## src/rtl/mul_pkg.sv

```systemverilog
// mul_pkg: shared types and constants for the iterative multiplier.
//   mulOp_t    : operation encoding carried on the op port
//   mulState_t : multiplier FSM states
//   DATA_WIDTH, PC_ADDR, CALC_CYCLES : datapath width, r15 address, shift-add steps
package mul_pkg;

   localparam int         DATA_WIDTH  = 32;
   localparam logic [3:0] PC_ADDR     = 4'hF;
   localparam int         CALC_CYCLES = 32;

   typedef enum logic [1:0] {
      OP_MUL   = 2'b00,
      OP_MLA   = 2'b01,
      OP_UMULL = 2'b10,
      OP_SMULL = 2'b11
   } mulOp_t;

   typedef enum logic [2:0] {
      ST_IDLE,
      ST_CALC,
      ST_FIX,
      ST_WB_LO,
      ST_WB_HI
   } mulState_t;

endpackage

```

## src/rtl/multiply_unit.sv

```systemverilog
// multiply_unit: iterative 32x32 shift-add multiplier (MUL, MLA, UMULL, SMULL).
// One multiplier bit is retired per cycle. Results go out through the register
// bank's single write port: low word first, then the high word for long forms.
//   clk, resetN         : clock, asynchronous active-low reset
//   start / ready, busy : issue handshake; ready only in IDLE, busy = !ready
//   op, opA, opB, opC   : operation, Rm, Rs, accumulator Rn (MLA only)
//   destLo, destHi      : RdLo (or Rd), RdHi (long forms only)
//   setFlags, flush     : S bit, synchronous abort
//   wbEnable/Address/Data : register bank write port
//   flagN, flagZ, flagsValid : result flags, valid on the flagsValid pulse
module multiply_unit #(
   parameter int DATA_WIDTH = 32,
   parameter int ADDR_WIDTH = 4
) (
   input  logic                  clk,
   input  logic                  resetN,
   input  logic                  start,
   output logic                  ready,
   input  logic [1:0]            op,
   input  logic [DATA_WIDTH-1:0] opA,
   input  logic [DATA_WIDTH-1:0] opB,
   input  logic [DATA_WIDTH-1:0] opC,
   input  logic [ADDR_WIDTH-1:0] destLo,
   input  logic [ADDR_WIDTH-1:0] destHi,
   input  logic                  setFlags,
   input  logic                  flush,
   output logic                  wbEnable,
   output logic [ADDR_WIDTH-1:0] wbAddress,
   output logic [DATA_WIDTH-1:0] wbData,
   output logic                  flagN,
   output logic                  flagZ,
   output logic                  flagsValid,
   output logic                  busy
);

   import mul_pkg::*;

   localparam int                  PW     = 2 * DATA_WIDTH;
   localparam logic [ADDR_WIDTH-1:0] PC_A = ADDR_WIDTH'(PC_ADDR);
   localparam logic [4:0]          LAST_STEP = 5'(CALC_CYCLES - 1);

   mulState_t             state;
   mulOp_t                opR;
   logic [ADDR_WIDTH-1:0] destLoR;
   logic [ADDR_WIDTH-1:0] destHiR;
   logic                  setFlagsR;
   logic [DATA_WIDTH-1:0] accR;
   logic [DATA_WIDTH-1:0] mcand;
   logic [DATA_WIDTH-1:0] mplier;
   logic                  negR;
   logic [PW-1:0]         product;
   logic [4:0]            count;
   logic                  wbEnR;
   logic                  flagsValidR;

   logic [DATA_WIDTH-1:0] absA;
   logic [DATA_WIDTH-1:0] absB;
   logic [PW-1:0]         fixed;
   logic                  isLong;
   logic                  accept;
   logic                  wbLoFlush;

   assign ready  = (state == ST_IDLE);
   assign busy   = ~ready;
   assign accept = start & ready & ~flush;
   assign isLong = (opR == OP_UMULL) || (opR == OP_SMULL);

   // flush during WB_LO must kill the write already presented this cycle,
   // so the registered strobes are gated combinationally.
   assign wbLoFlush  = flush & (state == ST_WB_LO);
   assign wbEnable   = wbEnR & ~wbLoFlush;
   assign flagsValid = flagsValidR & ~wbLoFlush;

   // Magnitudes for SMULL; -0x80000000 wraps to 0x80000000, which is the
   // correct unsigned magnitude.
   always_comb begin
      absA = opA[DATA_WIDTH-1] ? -opA : opA;
      absB = opB[DATA_WIDTH-1] ? -opB : opB;
   end

   // Sign correction and accumulate applied in the FIX cycle.
   always_comb begin
      fixed = negR ? -product : product;
      if (opR == OP_MLA)
         fixed[DATA_WIDTH-1:0] = fixed[DATA_WIDTH-1:0] + accR;
   end

   always_ff @(posedge clk or negedge resetN) begin
      if (!resetN) begin
         state       <= ST_IDLE;
         opR         <= OP_MUL;
         destLoR     <= '0;
         destHiR     <= '0;
         setFlagsR   <= 1'b0;
         accR        <= '0;
         mcand       <= '0;
         mplier      <= '0;
         negR        <= 1'b0;
         product     <= '0;
         count       <= '0;
         wbEnR       <= 1'b0;
         wbAddress   <= '0;
         wbData      <= '0;
         flagN       <= 1'b0;
         flagZ       <= 1'b0;
         flagsValidR <= 1'b0;
      end else begin
         // Write-port and flag registers are only non-zero for one cycle.
         wbEnR       <= 1'b0;
         wbAddress   <= '0;
         wbData      <= '0;
         flagN       <= 1'b0;
         flagZ       <= 1'b0;
         flagsValidR <= 1'b0;

         if (flush) begin
            state <= ST_IDLE;
         end else begin
            case (state)
               ST_IDLE: begin
                  if (accept) begin
                     opR       <= mulOp_t'(op);
                     destLoR   <= destLo;
                     destHiR   <= destHi;
                     setFlagsR <= setFlags;
                     accR      <= opC;
                     if (mulOp_t'(op) == OP_SMULL) begin
                        mcand  <= absA;
                        mplier <= absB;
                        negR   <= opA[DATA_WIDTH-1] ^ opB[DATA_WIDTH-1];
                     end else begin
                        mcand  <= opA;
                        mplier <= opB;
                        negR   <= 1'b0;
                     end
                     product <= '0;
                     count   <= '0;
                     state   <= ST_CALC;
                  end
               end

               ST_CALC: begin
                  if (mplier[0])
                     product <= product + ({{DATA_WIDTH{1'b0}}, mcand} << count);
                  mplier <= mplier >> 1;
                  count  <= count + 5'd1;
                  if (count == LAST_STEP)
                     state <= ST_FIX;
               end

               ST_FIX: begin
                  // Present the low-word write from the corrected product so
                  // it is registered on entry to WB_LO.
                  product     <= fixed;
                  wbEnR       <= (destLoR != PC_A);
                  wbAddress   <= destLoR;
                  wbData      <= fixed[DATA_WIDTH-1:0];
                  flagsValidR <= setFlagsR;
                  if (isLong) begin
                     flagN <= fixed[PW-1];
                     flagZ <= (fixed == '0);
                  end else begin
                     flagN <= fixed[DATA_WIDTH-1];
                     flagZ <= (fixed[DATA_WIDTH-1:0] == '0);
                  end
                  state <= ST_WB_LO;
               end

               ST_WB_LO: begin
                  if (isLong) begin
                     wbEnR     <= (destHiR != PC_A);
                     wbAddress <= destHiR;
                     wbData    <= product[PW-1:DATA_WIDTH];
                     state     <= ST_WB_HI;
                  end else begin
                     state <= ST_IDLE;
                  end
               end

               ST_WB_HI: state <= ST_IDLE;

               default:  state <= ST_IDLE;
            endcase
         end
      end
   end

endmodule
```

## config.mk

```make
export PLATFORM = sky130hd
export DESIGN_NAME = multiply_unit
export DESIGN_NICKNAME = d
export VERILOG_FILES = /design/src/rtl/mul_pkg.sv /design/src/rtl/multiply_unit.sv
export SDC_FILE = /design/constraint.sdc
export NUM_CORES = 1
export LEC_CHECK = 0
export CORE_MARGIN = 4
export CORE_UTILIZATION = 40
export CTS_BUF_LIST = sky130_fd_sc_hd__clkbuf_16
export DETAILED_ROUTE_END_ITERATION = 8
export PLACE_DENSITY_LB_ADDON = 0.2
export SLEW_MARGIN = 20
export SYNTH_ARGS = -nofsm -noshare
export SYNTH_HDL_FRONTEND = slang
export SYNTH_SLANG_ARGS = --single-unit
export TNS_END_PERCENT = 100
```

## constraint.sdc

```tcl
create_clock -name clk -period 16.05 [get_ports clk]
set_input_delay 3.21 -clock clk [delete_from_list [all_inputs] [get_ports clk]]
set_output_delay 3.21 -clock clk [all_outputs]
set_load 0.005 [all_outputs]
```

==> impl_metrics.yaml <==
global_routing:
  antenna_found_initial: 0
  grt_pass1_wl_mm: 104.6
  grt_pass1_vias: 18410
  grt_max_degree: 113
  grt_overflow_total: 0
  grtUsageTotal: 0.2427
clocking:
  ctsResizeCount: 0
  numCtsBuffers: 27
  clockBufferDepth: 3
  clk_pin_slew_ns: 0.06
  ctsRootBufferMaster: "clkbuf_16"
  cts_post_setup_buffers_inserted: 0
  ctsHoldBuffers: 0
  cts_tree: "built"
  clkSinkCount: 220
  clock_latency_ns: 0.56
  htreeDepth: 1
critical_path:
  crit_fanout: 7
  rr_worst_depth: 19
  rrSetupSlack_ns: 9.66
  end_kind: "output port"
  cp-startpoint: "flush"
  crit_arrival_ns: 4.60
  reg2reg_from: "product[1]$_DFFE_PN0P_"
  endpoint: "flagsValid"
  required_ns: 12.84
  worst_setup_path_start_kind: "input pin"
  critical_path_class: "input pin to output port"
  r2r_end: "flagZ$_DFF_PN0_"
synth:
  async_flop_share: 1.000
  synth_cell_types: 90
  yosysWarnings: 0
  synthFlopType: "dfrtp_1"
  syn_area_um2: 19680
  synth_seq_area_share: 0.2798
  yosys.area.top_type: "dfrtp_1"
  synth_edf_count: 0
  syn_avg_cell_area_um2: 7.873
  ys_seq_elements: 220
  ys_top_cells_by_area: "dfrtp_1 (28%), nand2_1 (7.2%), ha_1 (6.3%), o21ai_0 (5.1%), a21oi_1 (4.7%)"
  syn_inst: 2499
  syn_nets: 2711
  synth_top_area_share: 0.2798
routing:
  drt_iter0_drc: 1814
  vias: 19160
  via_per_inst: 5.933
  antenna_left: 0
  routedWlPerCell_um: 20.56
  drc: 0
  drt_pass1_iterations: 5
  drt_wl_total_mm: 66.40
cells_and_area:
  layout_common_cells: "nand2_1 (379), nor2_1 (231), dfrtp_1 (218), o21ai_0 (201), a21oi_1 (184)"
  final_common_cell: "nand2_1"
  layout-drive-gt1-share: 0.05965
  nets: 2756
  syn2layout_area_growth_pct: 14.66
  n_antenna_cell: 0
timing:
  holdWs_ns: 0.4760
  tightest_slew_ns: 1.116
  post-route-min-period_ns: 7.815
  timing.final.crit_share: 0.4869
  setup_tns_ns: 0
  finalHoldViolCount: 0
  drv_slew: 0
  max_slew_margin: 0.2514
  setup_viol: 0
  setup_slack_ns: 8.235
  clock_skew_ns: 0.01338
  max_freq_mhz: 128.0
  rsz0062_at_grt: "no"
floorplanning:
  initial_core_util: 0.4036
  io_pins: 153
  die_area_um2: 52800
  core-area_um2: 48750
  die_h_um: 229.8
  die_w_um: 229.8
  rows: 81
run_status:
  status: "complete, no violations"
placed_design:
  gp_congestion: 0.9378
  hpwl_mm: 51.53
  dpl_worst_slack_ns: 8.229
  port_buffers: 152
power:
  p_leak_nw: 9.538
  peakVddDrop_mv: 0.07463
  power_density_nw_per_um2: 147.3
hold_path:
  hold_path_class: "register to register"
run:
  drv_cap: 0
## registers in the layout, indices dropped and copies added, names as in the netlist, 2 cells and up
register   flops
accR          32
count          5
destHiR        4
destLoR        4
mcand         32
mplier        32
opR            2
product       64
state          3
wbAddress      4
wbData        32
## worst min-delay path by stage
stage / to / cells past startpoint / startpoint / slack (ns)
floorplan: setFlagsR$_DFFE_PN0P_ / 2 / setFlagsR$_DFFE_PN0P_ / 0.44
global placement: mplier[19]$_DFFE_PN0P_ / 2 / mplier[19]$_DFFE_PN0P_ / 0.46
detailed placement: mplier[19]$_DFFE_PN0P_ / 2 / mplier[19]$_DFFE_PN0P_ / 0.47
CTS: mplier[19]$_DFFE_PN0P_ / 2 / mplier[19]$_DFFE_PN0P_ / 0.48
global route: mplier[10]$_DFFE_PN0P_ / 2 / mplier[10]$_DFFE_PN0P_ / 0.51
finish: mplier[19]$_DFFE_PN0P_ / 2 / mplier[19]$_DFFE_PN0P_ / 0.48
## cell type report
type                            instances  area [µm²]
Clock buffer                           27       675.6
Clock inverter                         23       234.0
Fill cell                            4887       26190
Inverter                               43       161.4
Multi-Input combinational cell       2078       13460
Sequential cell                       220        5508
Tap cell                              664       830.8
Timing Repair Buffer                  174        1692
## cell families after synthesis
group / share of synthesized area
XOR/XNOR: 0.07835
flip-flops: 0.2798
adder cells (fa/ha/maj): 0.06499
multiplexers: 0.06665
AND/OR/NAND/NOR: 0.2227
AO/OA/AOI/OAI: 0.2490
buffers and inverters: 0.03854
## power breakdown
part           internal [mW]  switching [mW]
clock network          0.373           0.257
logic                  0.726            1.14
registers              0.656           0.172
total                   1.75            1.57
## routing by layer
metal | global-route usage | up-vias | share of wire
li1 | - | 9229 | -
met1 | 0.3484 | 9149 | 0.47
met2 | 0.3843 | 658 | 0.44
met3 | 0.02948 | 122 | 0.059
met4 | 0.07391 | 0 | 0.033
met5 | 0 | - | 0
## per-stage QoR
stage                     instances  instance area [µm²]    util  total power, mW
final                          3229                22560  0.4628            3.323
after global routing           3229                22560  0.4628            3.540
after CTS                      3229                22560  0.4627            3.295
after detailed placement       3179                21650  0.4441            2.651
after global placement         3179                21650  0.4441            2.618
after floorplan                2499                19680       -            2.118
## cell usage after synthesis, types with 14 or more instances
cell	number
a211oi_1	17
a21o_1	69
a21oi_1	184
a221oi_1	19
a22o_1	25
a31oi_1	24
and2_1	18
and3_1	24
buf_1	22
clkbuf_1	133
dfrtp_1	220
ha_1	99
inv_1	42
mux2_2	28
mux2i_1	59
mux4_2	18
nand2_1	379
nand2b_1	24
nand3_1	46
nand4_1	37
nor2_1	235
nor2b_1	20
nor3_1	44
nor4_1	23
o211ai_1	14
o21a_1	21
o21ai_0	201
o22ai_1	23
o31ai_1	29
o41ai_1	17
or3_1	33
xnor2_1	96
xor2_1	80
## worst max-delay path, stage by stage
cell and delay [ns]:
clkdlybuf4s50_1 0.61, nand4b_1 0.14, and2_1 0.19, clkdlybuf4s50_1 0.46
(Power assumes the default switching activity.)
